===== config.mk =====
export PLATFORM = sky130hd
export DESIGN_NAME = cache_mem_arbiter_flat
export DESIGN_NICKNAME = d
export VERILOG_FILES = /design/src/rtl/cache_mem_arbiter_pkg.sv /design/src/rtl/cache_mem_arbiter_if.sv /design/src/rtl/cache_mem_arbiter_select.sv /design/src/rtl/cache_mem_arbiter.sv /design/src/flat_wrapper.sv
export SDC_FILE = /design/constraint.sdc
export NUM_CORES = 1
export LEC_CHECK = 0
export ABC_AREA = 0
export CAP_MARGIN = 20
export CORE_AREA = 2 2 535 537
export CTS_CLUSTER_SIZE = 24
export DETAILED_ROUTE_END_ITERATION = 6
export DIE_AREA = 0 0 537 539
export PLACE_DENSITY_LB_ADDON = 0.15
export SLEW_MARGIN = 5
export SYNTH_ARGS = -nofsm -noshare
export SYNTH_HDL_FRONTEND = slang
export SYNTH_SLANG_ARGS = --single-unit

===== constraint.sdc =====
create_clock -name clk -period 71.4 [get_ports clk]
set_input_delay 17.85 -clock clk [delete_from_list [all_inputs] [get_ports clk]]
set_output_delay 17.85 -clock clk [all_outputs]
set_load 0.02 [all_outputs]

===== src/rtl/cache_mem_arbiter_pkg.sv =====
// -----------------------------------------------------------------------------
// cache_arb_types
// Shared types and default widths for the icache/dcache physical-memory
// arbiter (cache_mem_arbiter and its grant selector).
//   S_ADDR_W    : default line address width in bits
//   S_LINE_W    : default cache line width in bits
//   arb_state_t : transaction sequencer states
//   arb_grant_t : which cache owns the memory port
// -----------------------------------------------------------------------------
package cache_arb_types;

   localparam int S_ADDR_W = 32;
   localparam int S_LINE_W = 256;

   typedef enum logic [2:0] {
      IDLE,
      BUSY_I,
      BUSY_D,
      RESP_I,
      RESP_D
   } arb_state_t;

   typedef enum logic {
      GRANT_I,
      GRANT_D
   } arb_grant_t;

endpackage


===== src/rtl/cache_mem_arbiter_if.sv =====
// -----------------------------------------------------------------------------
// cache_mem_arbiter_if
// Bundles the icache, dcache and physical-memory line ports of the arbiter.
//   master modport : the arbiter's view (requests and pmem_rdata/resp in;
//                    rdata, resps, pmem strobes/address/wdata out)
//   slave modport  : the environment's view (caches plus memory), mirrored
// Parameters: s_addr (address width), s_line (line width).
// -----------------------------------------------------------------------------
interface cache_mem_arbiter_if #(
   parameter int s_addr = cache_arb_types::S_ADDR_W,
   parameter int s_line = cache_arb_types::S_LINE_W
);

   // icache side
   logic              i_read;
   logic [s_addr-1:0] i_address;
   logic [s_line-1:0] i_rdata;
   logic              i_resp;

   // dcache side
   logic              d_read;
   logic              d_write;
   logic [s_addr-1:0] d_address;
   logic [s_line-1:0] d_wdata;
   logic [s_line-1:0] d_rdata;
   logic              d_resp;

   // physical memory side
   logic              pmem_read;
   logic              pmem_write;
   logic [s_addr-1:0] pmem_address;
   logic [s_line-1:0] pmem_wdata;
   logic [s_line-1:0] pmem_rdata;
   logic              pmem_resp;

   modport master (
      input  i_read, i_address, d_read, d_write, d_address, d_wdata,
             pmem_rdata, pmem_resp,
      output i_rdata, i_resp, d_rdata, d_resp,
             pmem_read, pmem_write, pmem_address, pmem_wdata
   );

   modport slave (
      output i_read, i_address, d_read, d_write, d_address, d_wdata,
             pmem_rdata, pmem_resp,
      input  i_rdata, i_resp, d_rdata, d_resp,
             pmem_read, pmem_write, pmem_address, pmem_wdata
   );

endinterface


===== src/rtl/cache_mem_arbiter_select.sv =====
// -----------------------------------------------------------------------------
// cache_arb_select
// Combinational grant decision for the memory arbiter.
//   i_req       : icache wants the memory port
//   d_req       : dcache wants the memory port (read or writeback)
//   last_grant  : requester granted most recently
//   grant       : winner of this evaluation
//   grant_valid : at least one request is pending
// Build option CACHE_ARB_ROUND_ROBIN_EN: when defined, contention is resolved
// in favour of the requester that was not granted last; otherwise the dcache
// always wins contention.
// -----------------------------------------------------------------------------
module cache_arb_select
   import cache_arb_types::*;
(
   input  logic       i_req,
   input  logic       d_req,
   input  arb_grant_t last_grant,
   output arb_grant_t grant,
   output logic       grant_valid
);

   assign grant_valid = i_req | d_req;

`ifdef CACHE_ARB_ROUND_ROBIN_EN
   always_comb begin
      grant = GRANT_D;
      if (i_req && !d_req) begin
         grant = GRANT_I;
      end else if (i_req && d_req && (last_grant == GRANT_D)) begin
         grant = GRANT_I;
      end
   end
`else
   // Fixed priority ignores the pointer; the port stays so both builds
   // present the same boundary to the top.
   logic unused_last_grant;
   assign unused_last_grant = last_grant;

   always_comb begin
      grant = d_req ? GRANT_D : GRANT_I;
   end
`endif

endmodule


===== src/rtl/cache_mem_arbiter.sv =====
// -----------------------------------------------------------------------------
// cache_mem_arbiter
// Shares one physical-memory line port between the icache and the dcache.
// A pending request seen in IDLE is granted, its address (and writeback line)
// latched, one memory transaction is run, and the winner receives a registered
// one-cycle resp. A mandatory IDLE cycle separates transactions.
//   clk  : system clock
//   rst  : asynchronous, active-high reset (aborts any transaction)
//   bus  : cache_mem_arbiter_if.master (icache, dcache and pmem ports)
// Parameters: s_addr (address width), s_line (line width).
// Build option CACHE_ARB_ROUND_ROBIN_EN: adds a last-grant pointer so that
// contention alternates between the caches instead of favouring the dcache.
// -----------------------------------------------------------------------------
module cache_mem_arbiter
   import cache_arb_types::*;
#(
   parameter int s_addr = S_ADDR_W,
   parameter int s_line = S_LINE_W
)(
   input  logic                clk,
   input  logic                rst,
   cache_mem_arbiter_if.master bus
);

   arb_state_t        state_q;
   arb_state_t        state_d;
   arb_grant_t        grant;
   arb_grant_t        last_grant;
   logic              grant_valid;
   logic              take_grant;
   logic              grant_write;
   logic              is_write_q;
   logic [s_addr-1:0] address_q;
   logic [s_line-1:0] wdata_q;
   logic [s_line-1:0] i_rdata_q;
   logic [s_line-1:0] d_rdata_q;

   cache_arb_select u_select (
      .i_req       (bus.i_read),
      .d_req       (bus.d_read | bus.d_write),
      .last_grant  (last_grant),
      .grant       (grant),
      .grant_valid (grant_valid)
   );

   // Requests are only looked at in IDLE; everywhere else they are ignored.
   assign take_grant  = (state_q == IDLE) && grant_valid;
   // A dcache write wins over a simultaneous dcache read.
   assign grant_write = (grant == GRANT_D) && bus.d_write;

`ifdef CACHE_ARB_ROUND_ROBIN_EN
   arb_grant_t last_q;

   // Starts at GRANT_I so the dcache wins the first contention.
   always_ff @(posedge clk or posedge rst) begin
      if (rst) begin
         last_q <= GRANT_I;
      end else if (take_grant) begin
         last_q <= grant;
      end
   end

   assign last_grant = last_q;
`else
   assign last_grant = GRANT_I;
`endif

   // NOTE: sequential state uses non-blocking assignments so every register
   // samples the values present before the clock edge.
   always_ff @(posedge clk or posedge rst) begin
      if (rst) begin
         state_q <= IDLE;
      end else begin
         state_q <= state_d;
      end
   end

   // NOTE: state_d gets its default before the case so every path assigns it
   // and no latch is inferred.
   always_comb begin
      state_d = state_q;
      case (state_q)
         IDLE: begin
            if (grant_valid) begin
               state_d = (grant == GRANT_D) ? BUSY_D : BUSY_I;
            end
         end
         BUSY_I: begin
            if (bus.pmem_resp) state_d = RESP_I;
         end
         BUSY_D: begin
            if (bus.pmem_resp) state_d = RESP_D;
         end
         RESP_I, RESP_D: begin
            state_d = IDLE;
         end
         default: begin
            state_d = IDLE;
         end
      endcase
   end

   // Address/line capture at grant, read data capture at memory completion.
   // Write completions leave d_rdata untouched; rdata holds until overwritten.
   always_ff @(posedge clk or posedge rst) begin
      if (rst) begin
         address_q  <= '0;
         wdata_q    <= '0;
         is_write_q <= 1'b0;
         i_rdata_q  <= '0;
         d_rdata_q  <= '0;
      end else begin
         if (take_grant) begin
            address_q  <= (grant == GRANT_D) ? bus.d_address : bus.i_address;
            is_write_q <= grant_write;
            if (grant_write) begin
               wdata_q <= bus.d_wdata;
            end
         end
         if ((state_q == BUSY_I) && bus.pmem_resp) begin
            i_rdata_q <= bus.pmem_rdata;
         end
         if ((state_q == BUSY_D) && bus.pmem_resp && !is_write_q) begin
            d_rdata_q <= bus.pmem_rdata;
         end
      end
   end

   // Strobes and resps decode straight from registered state, so reset
   // clears them without waiting for a clock edge.
   assign bus.pmem_read    = (state_q == BUSY_I) || ((state_q == BUSY_D) && !is_write_q);
   assign bus.pmem_write   = (state_q == BUSY_D) && is_write_q;
   assign bus.pmem_address = address_q;
   assign bus.pmem_wdata   = wdata_q;
   assign bus.i_resp       = (state_q == RESP_I);
   assign bus.d_resp       = (state_q == RESP_D);
   assign bus.i_rdata      = i_rdata_q;
   assign bus.d_rdata      = d_rdata_q;

   // Read and writeback together from the dcache is a protocol error; the
   // write is still issued, but simulation flags it.
   assert property (@(posedge clk) disable iff (rst)
      (state_q == IDLE) |-> !(bus.d_read && bus.d_write));

endmodule


===== src/flat_wrapper.sv =====
// flat-port wrapper written by rule: the top's interface ports become plain ports
module cache_mem_arbiter_flat import cache_arb_types::*;
#(
   parameter int s_addr = S_ADDR_W,
   parameter int s_line = S_LINE_W
)
  (clk, rst, bus_i_read, bus_i_address, bus_d_read, bus_d_write, bus_d_address, bus_d_wdata, bus_pmem_rdata, bus_pmem_resp, bus_i_rdata, bus_i_resp, bus_d_rdata, bus_d_resp, bus_pmem_read, bus_pmem_write, bus_pmem_address, bus_pmem_wdata);
  cache_mem_arbiter_if #(.s_addr(s_addr), .s_line(s_line)) bus_i ();
  input  logic clk;
  input  logic rst;
  input wire logic [$bits(bus_i.i_read)-1:0] bus_i_read;
  input wire logic [$bits(bus_i.i_address)-1:0] bus_i_address;
  input wire logic [$bits(bus_i.d_read)-1:0] bus_d_read;
  input wire logic [$bits(bus_i.d_write)-1:0] bus_d_write;
  input wire logic [$bits(bus_i.d_address)-1:0] bus_d_address;
  input wire logic [$bits(bus_i.d_wdata)-1:0] bus_d_wdata;
  input wire logic [$bits(bus_i.pmem_rdata)-1:0] bus_pmem_rdata;
  input wire logic [$bits(bus_i.pmem_resp)-1:0] bus_pmem_resp;
  output wire logic [$bits(bus_i.i_rdata)-1:0] bus_i_rdata;
  output wire logic [$bits(bus_i.i_resp)-1:0] bus_i_resp;
  output wire logic [$bits(bus_i.d_rdata)-1:0] bus_d_rdata;
  output wire logic [$bits(bus_i.d_resp)-1:0] bus_d_resp;
  output wire logic [$bits(bus_i.pmem_read)-1:0] bus_pmem_read;
  output wire logic [$bits(bus_i.pmem_write)-1:0] bus_pmem_write;
  output wire logic [$bits(bus_i.pmem_address)-1:0] bus_pmem_address;
  output wire logic [$bits(bus_i.pmem_wdata)-1:0] bus_pmem_wdata;
  assign bus_i.i_read = bus_i_read;
  assign bus_i.i_address = bus_i_address;
  assign bus_i.d_read = bus_d_read;
  assign bus_i.d_write = bus_d_write;
  assign bus_i.d_address = bus_d_address;
  assign bus_i.d_wdata = bus_d_wdata;
  assign bus_i.pmem_rdata = bus_pmem_rdata;
  assign bus_i.pmem_resp = bus_pmem_resp;
  assign bus_i_rdata = bus_i.i_rdata;
  assign bus_i_resp = bus_i.i_resp;
  assign bus_d_rdata = bus_i.d_rdata;
  assign bus_d_resp = bus_i.d_resp;
  assign bus_pmem_read = bus_i.pmem_read;
  assign bus_pmem_write = bus_i.pmem_write;
  assign bus_pmem_address = bus_i.pmem_address;
  assign bus_pmem_wdata = bus_i.pmem_wdata;
  cache_mem_arbiter #(.s_addr(s_addr), .s_line(s_line)) u_core (.clk(clk), .rst(rst), .bus(bus_i));
endmodule

### After elaboration in Yosys (flattened, before gate mapping)

Index checks and enable logic that the tools add are counted.

| word-level totals | value |
|---|---|
| flip-flop bits (word level) | 804 |
| bits of input ports | 582 |
| output and inout bits | 804 |
| word-level logic and storage cells | 34 |

| operators by class | value |
|---|---|
| eq/ne operators | 7 |
| multiplexer cells | 7 |
| bitwise logic cells | 2 |
| reductions and logical operators | 12 |

Operators by type and width:

| cell | count |
|---|---|
| $mux W32 | 1 |
| $mux W3 | 3 |
| $pmux W3 S3 | 1 |
| $logic_and A1 B1 Y1 | 7 |
| $eq A3 B2 Y1 const B | 2 |
| $ne A2 B2 Y1 const B | 2 |
| $eq A3 B1 Y1 const B | 1 |
| $eq A3 B3 Y1 const B | 1 |
| $logic_not A3 Y1 | 1 |
| $reduce_and A3 Y1 | 1 |
| $mux W2 | 1 |
| $ne A2 B1 Y1 const B | 1 |
| $or A1 B1 Y1 | 2 |
| $reduce_and A2 Y1 | 1 |
| $logic_not A1 Y1 | 1 |
| $logic_or A1 B1 Y1 | 1 |
| $mux W1 | 1 |

### Longest topological paths before layout

Gate-level depths: netlist of run 1.

| depth | value |
|---|---|
| depth in word-level cells | 5 |
| depth in mapped cells | 7 |
| mapped depth without buffers | 3 |

### Cells and area by module

Synthesis of run 1 repeated with hierarchy kept, for this count alone.

| unflattened totals | value |
|---|---|
| cells, all modules | 1,794 |
| area, all modules | 30,255.3 um^2 |

Modules (own cells, without submodules):

| module | instances | cells each | area an instance (um^2) | seq. area each (um^2) |
|---|---|---|---|---|
| cache_mem_arbiter | 1 | 1,792 | 30,241.5 | 20,119.3 |
| cache_arb_select | 1 | 2 | 13.8 | 0.0 |

### Worst setup path after synthesis of run 1

Ideal clock, no wire load.

| timing path | value |
|---|---|
| path kind | input to register |
| from | input port bus_d_write |
| to | register u_core.address_q[10], in the netlist u_core.bus.pmem_address[10] |
| library setup time | 0.125 ns |
| arrival time | 19.141 ns |
| required time | 71.275 ns |
| slack | 52.134 ns |
| cell stages on the path | 4 |
| path buffers | 1 |
| cells stage by stage | nor2_1 -> clkbuf_1 -> mux2_2 -> mux2_2 |

| between the ends | value |
|---|---|
| word-level cells in the longest chain between the ends | 3 |
| elaborated cells between the ends (all ways) | 5 |
| classes of those cells | mux (2); bitwise (2); reduce/logical (1) |

RTL lines:

| what | line | source |
|---|---|---|
| from (decl) | flat_wrapper.sv:14 | `input wire logic [$bits(bus_i.d_write)-1:0] bus_d_write;` |
| $or A1 B1 Y1 * | cache_mem_arbiter.sv:40 | `.d_req (bus.d_read \| bus.d_write),` |
| $mux W1 or $or A1 B1 Y1 (tied branches) | cache_mem_arbiter_select.sv:41, cache_mem_arbiter_select.sv:23 |  |
| $mux W32 or $logic_and A1 B1 Y1 (tied branches) | cache_mem_arbiter.sv:114, cache_mem_arbiter.sv:47 |  |
| to (signal assigned) | cache_mem_arbiter.sv:114 | `address_q <= (grant == GRANT_D) ? bus.d_address : bus.i_address;` |
| to (decl) | cache_mem_arbiter.sv:33 | `logic [s_addr-1:0] address_q;` |

Mark *: on every way between the ends. The rest lies on a longest branch, timed or not.
A chain may end at the register's enable or synchronous reset.

==> flow_metrics.py, run 1 <==
metrics = {
    "sta": {
        "tightest_slew_ns": 1.09,
        "worst_slack_ns": 49.25,
        "finalCriticalPeriod_ns": 22.15,
        "hold_ws_ns": 0.481,
        "setup_viol": 0,
        "tns_ns": 0,
        "slew_headroom": 0.270,
        "rsz0062_at_grt": "false",
        "final.period_utilization": 0.310,
        "clock_skew_ns": 0.0399,
        "fmax_mhz": 45.1,
        "finalHoldViolations": 0,
        "slew_viol_final": 0,
    },
    "worst_setup_path": {
        "r2r_end": "u_core.bus.pmem_wdata[112]",
        "crit_type": "input pin to asynchronous set/reset pin",
        "r2r_cells": 5,
        "end_kind": "asynchronous set/reset pin",
        "crit_arrival_ns": 22.97,
        "r2r_start": "u_core.state_q[0]",
        "worstPathMaxFanout": 127,
        "setup.worst_path.start_class": "input pin",
        "r2r_slack_ns": 67.67,
        "critical_path_required_ns": 72.22,
    },
    "placed_design": {
        "port-buffer-count": 1385,
        "routabilityCongestion": 0.830,
        "place_inst": 6832,
        "placed_cell_area_sq_um": 48500,
        "place_hpwl_um": 150000,
        "place_ws_ns": 48.04,
    },
    "drt": {
        "drc": 0,
        "drtIter0Drc": 616,
        "drtPass1Iterations": 4,
        "vias": 21400,
        "ant_nets": 0,
        "vias_per_cell": 3.02,
        "wl_per_cell_um": 26.2,
        "drt-total-wl_um": 185000,
    },
    "run": {
        "drv_cap": 0,
    },
    "power": {
        "p_total_mw": 2.68,
        "p_per_area_nw_per_um2": 51.2,
        "ir_drop_mv": 0.0213,
        "leakagePower_nw": 20.5,
    },
    "grt": {
        "grt_pass1_vias": 22700,
        "grt_max_degree": 139,
        "grt_usage": 0.124,
        "antenna_found_initial": 150,
        "grt_pass1_wl_um": 237000,
        "grt_overflow": 0,
    },
    "finish": {
        "fin_util": 0.184,
        "nets": 3766,
        "fillers": 30800,
        "layoutNonFillerInstCount": 7065,
        "fin_area_sq_um": 52300,
        "drive_above_1_share": 0.242,
        "area_growth_pct": 72.6,
    },
    "synth": {
        "synth.avg_cell_area_sq_um": 17.3,
        "synthCells": 1755,
        "syn_nets": 2337,
        "ys_ff_latch": 804,
        "synthesis.area_sq_um": 30300,
        "synth_ff_type": "dfrtp_1",
        "synthArstFlopShare": 1.00,
        "synth-seq-area-share": 0.665,
        "yosysWarningCount": 0,
        "synthDistinctLibCells": 19,
        "synth_edf_count": 0,
    },
    "clock_tree": {
        "ctsHtreeMaxLevel": 3,
        "cts_setup_buffers": 0,
        "cts_hold_buf": 0,
        "clk_root_buffer_cell": "clkbuf_16",
        "path_clk_slew_ns": 0.06,
        "clock_latency_ns": 0.83,
        "cts_tree": "built",
        "ctsResizeCount": 0,
        "cts.path.max_buffers": 4,
        "cts_buffers": 112,
        "cts.sinks": 804,
    },
    "worst_hold_path": {
        "whs_path_depth": 1,
        "worstHoldStart": "u_core.bus.d_rdata[219]",
        "hold_end": "u_core.bus.d_rdata[219]",
        "hold_path.class": "flip-flop to flip-flop",
    },
    "floorplan": {
        "die_w_um": 537,
        "initial_core_util": 0.107,
        "die_h_um": 539,
        "rows": 196,
        "die_area_sq_um": 289000,
        "core_area_sq_um": 284000,
        "pin_count": 1386,
    },
    "status": {
        "outcome": "finished clean",
    },
}
-- layout by cell type, fill, tap and decap left out, types with 4 or more instances in the layout --
cell / instances
mux2_2: 592
clkbuf_1: 32
clkdlybuf4s50_1: 1385
bufinv_16: 6
dfrtp_1: 804
buf_12: 5
nor2_1: 4
mux2_1: 240
clkinv_2: 15
diode_2: 31
clkbuf_8: 31
buf_4: 19
clkbuf_16: 113
-- synth_stat cells, drive strengths merged (2+ instances only) --
cell type / n / share of area
buf: 90 / 0.021
nor2: 5 / 0.00062
inv: 3 / 0.00037
a21oi: 3 / 0.00050
and2: 2 / 0.00041
nor3: 4 / 0.00066
mux2: 832 / 0.31
dfrtp: 804 / 0.66
clkbuf: 4 / 0.00050
-- power by group --
part           total [mW]  internal, mW  switching [mW]
Combinational        1.28         0.605           0.678
Clock               0.574         0.344           0.230
Sequential          0.820         0.689           0.132
Total                2.68          1.64            1.04
-- area by class of cell --
class	count	area (sq um)	share of cell area
Sequential cell	804	20100	0.385
Timing Repair Buffer	1409	14100	0.270
Multi-Input combinational cell	854	9520	0.182
Tap cell	3762	4710	0.0901
Clock buffer	176	3370	0.0646
Clock inverter	26	338	0.00646
Antenna cell	31	77.6	0.00148
Inverter	3	18.8	0.000359
-- worst max-delay path, stage by stage --
cell	delay, ns
clkdlybuf4s50_1	0.49
inv_8	0.62
buf_4	0.77
buf_12	0.57
buf_4	0.79
buf_4	0.73
buf_4	0.75
-- kinds of logic (layout without fill, tap and decap cells) --
kind of cell,count (synthesis),after routing,share of synthesized area
multiplexers,833,833,0.310
flip-flops,804,804,0.665
buffers and inverters,97,1614,0.0217
AND/OR/NAND/NOR,15,15,0.00277
AO/OA/AOI/OAI,6,6,0.00120
other,0,31,0
-- sequential cells by signal (all words and copies together) (netlist names) --
signal,count
u_core.bus.d_rdata,256
u_core.bus.pmem_address,32
u_core.bus.i_rdata,256
u_core.bus.pmem_wdata,256
u_core.state_q,3
u_core.is_write_q,1
-- worst max path at each step --
stage / from / cells after the start / end
6_report: rst / 7 / u_core.bus.pmem_address[14]
2_1_floorplan: rst / 1 / u_core.bus.d_rdata[0]
3_5_place_dp: rst / 7 / u_core.bus.pmem_address[14]
4_1_cts: rst / 7 / u_core.bus.pmem_address[14]
5_1_grt: rst / 7 / u_core.bus.pmem_address[14]
3_3_place_gp: rst / 7 / u_core.bus.pmem_address[10]
-- per-layer routing --
| metal | routed length [um] | track usage |
|---|---|---|
| met1 | 64200 | 0.126 |
| met2 | 88300 | 0.209 |
| met3 | 26600 | 0.0793 |
| met4 | 5420 | 0.0319 |
| met5 | 725 | 0 |
(Power assumes the default switching activity.)
==> inputs of run 2 (changes only) <==
==> constraint.sdc (replaced) <==
create_clock -name clk -period 20.1 [get_ports clk]
set_input_delay 5.025 -clock clk [delete_from_list [all_inputs] [get_ports clk]]
set_output_delay 5.025 -clock clk [all_outputs]
set_load 0.02 [all_outputs]
==> flow_metrics.py, run 2 (synthesized netlist as in run 1, its figures left out) <==
metrics = {
    "status": {
        "outcome": "finished clean",
    },
    "finish": {
        "area_growth_pct": 72.2,
        "most-common-layout-cells": "clkdlybuf4s50_1 (1385), dfrtp_1 (804), mux2_2 (592), mux2_1 (240), clkbuf_16 (114)",
        "drive_above_1_share": 0.240,
        "final_common_cell": "clkdlybuf4s50_1",
        "nets": 3777,
    },
    "sta": {
        "slew_viol_final": 0,
        "tightest_slew_ns": 0.914,
        "hold_ws_ns": 0.482,
        "finalHoldViolations": 0,
        "final.period_utilization": 0.435,
        "slew_headroom": 0.391,
        "tns_ns": 0,
        "clock_skew_ns": 0.0440,
        "fmax_mhz": 114,
        "worst_slack_ns": 11.37,
        "finalCriticalPeriod_ns": 8.73,
        "setup_viol": 0,
        "rsz0062_at_grt": "false",
    },
    "worst_setup_path": {
        "crit_slowest_cell": "buf_4",
        "critical_path_required_ns": 20.77,
        "max_stage_delay_ns": 0.77,
        "path_buf_inv": 5,
        "end_kind": "flip-flop",
        "path_cells": "clkdlybuf4s50_1 > nand2_1 > nor3_2 > buf_4 > buf_4 > buf_4 > buf_4 > mux2_2",
        "critical-path-top-delay-family": "buffers and inverters",
        "setup.worst_path.start_class": "input pin",
        "crit_top_cell": "buf_4",
        "crit_type": "input pin to flip-flop",
        "crit_arrival_ns": 9.41,
        "worstPathMaxFanout": 54,
    },
    "worst_hold_path": {
        "hold_path.class": "flip-flop to flip-flop",
    },
    "floorplan": {
        "die_h_um": 539,
        "core_area_sq_um": 284000,
        "pin_count": 1386,
        "rows": 196,
        "initial_core_util": 0.107,
        "die_w_um": 537,
        "die_area_sq_um": 289000,
    },
    "drt": {
        "drtIter0Drc": 670,
        "wl_per_cell_um": 26.2,
        "drt-total-wl_um": 186000,
        "drtPass1Iterations": 4,
        "vias_per_cell": 3.05,
        "ant_nets": 0,
        "drc": 0,
        "vias": 21600,
    },
    "placed_design": {
        "routabilityCongestion": 0.827,
        "port-buffer-count": 1385,
        "place_ws_ns": 10.32,
        "place_hpwl_um": 152000,
    },
    "power": {
        "seq_power_share": 0.311,
        "switchingPower_mw": 3.69,
        "leakagePower_nw": 20.4,
        "clock_power_share": 0.209,
        "p_per_area_nw_per_um2": 181,
        "internal_power_mw": 5.74,
        "p_comb_frac": 0.480,
        "ir_drop_mv": 0.0812,
        "switching_share": 0.391,
    },
    "grt": {
        "antenna_found_initial": 145,
        "grt_pass1_vias": 22900,
        "grt_pass1_wl_um": 239000,
        "grt_max_degree": 115,
        "grt_usage": 0.124,
        "grt_overflow": 0,
    },
    "run": {
        "drv_cap": 0,
    },
    "clock_tree": {
        "path_clk_slew_ns": 0.05,
        "ctsHtreeMaxLevel": 3,
        "ctsResizeCount": 0,
        "cts.sinks": 804,
        "cts_setup_buffers": 0,
        "cts_buffers": 114,
        "cts_tree": "built",
        "clk_root_buffer_cell": "clkbuf_16",
        "cts_hold_buf": 0,
        "cts.path.max_buffers": 4,
        "clock_latency_ns": 0.85,
    },
}
## run 2: changes by cell type in the layout (fill, tap and decap cells not counted), sizes merged
cell	previous run	this run
inv	4	3
clkbuf	176	170
buf	24	33
clkinv	18	22
bufinv	6	4
diode	31	45
clkinvlp	1	2
## run 2: metrics by stage
stage | instance area, sq um | instances | util | power (mW)
CTS | 52000 | 7039 | 0.183 | 9.70
detailed placement | 48500 | 6841 | 0.171 | 7.61
global route | 52100 | 7056 | 0.183 | 9.94
floorplan | 30300 | 1755 | - | 4.88
global placement | 48500 | 6841 | 0.171 | 7.62
finish | 52100 | 7084 | 0.184 | 9.43
## run 2: cell type report
| cell class | instances | area [sq um] |
|---|---|---|
| inverters | 3 | 15.0 |
| fillers | 30900 | 232000 |
| well taps | 3762 | 4710 |
| clock inverters | 28 | 305 |
| diodes | 45 | 113 |
| repair buffers | 1418 | 14100 |
| multi-input cells | 854 | 9520 |
| flip-flops and latches | 804 | 20100 |
| clock buffers | 170 | 3220 |
## run 2: final timing paths
check	startpoint	to	slack, ns	depth (start not counted)
setup / recovery	bus_pmem_resp	u_core.bus.i_rdata[208]	11.37	8
hold / removal	u_core.bus.d_rdata[153]	u_core.bus.d_rdata[153]	0.48	1
setup reg to reg	u_core.state_q[0]	u_core.bus.i_rdata[208]	15.55	7
hold reg to reg	u_core.bus.d_rdata[153]	u_core.bus.d_rdata[153]	0.48	1
max in group asynchronous	rst	u_core.bus.d_rdata[213]	12.10	6
min in group asynchronous	rst	u_core.bus.d_rdata[84]	4.68	2
## run 2: power groups by stage
| stage | clock, mW | sequential, mW | combinational [mW] |
|---|---|---|---|
| 6_report | 1.98 | 2.93 | 4.53 |
| 3_5_place_dp | 0 | 2.96 | 4.66 |
| 4_1_cts | 2.09 | 2.94 | 4.67 |
| 2_1_floorplan | 0 | 3.87 | 1.01 |
| 5_1_grt | 2.14 | 3.04 | 4.76 |
| 3_3_place_gp | 0 | 2.95 | 4.66 |
## run 2: worst register-to-register path: stages, from the launching register on
cell and delay [ns]:
dfrtp_1 0.56, nand2_1 0.11, nor3_2 0.32, buf_4 0.69, buf_4 0.67, buf_4 0.70
buf_4 0.88, mux2_2 0.49
## run 2: layer usage
layer	track usage	part of all wire	vias up
met5	0	0.0041	-
met4	0.0257	0.021	118
met3	0.0727	0.14	331
met2	0.216	0.49	1082
met1	0.127	0.34	10900
li1	-	-	9202
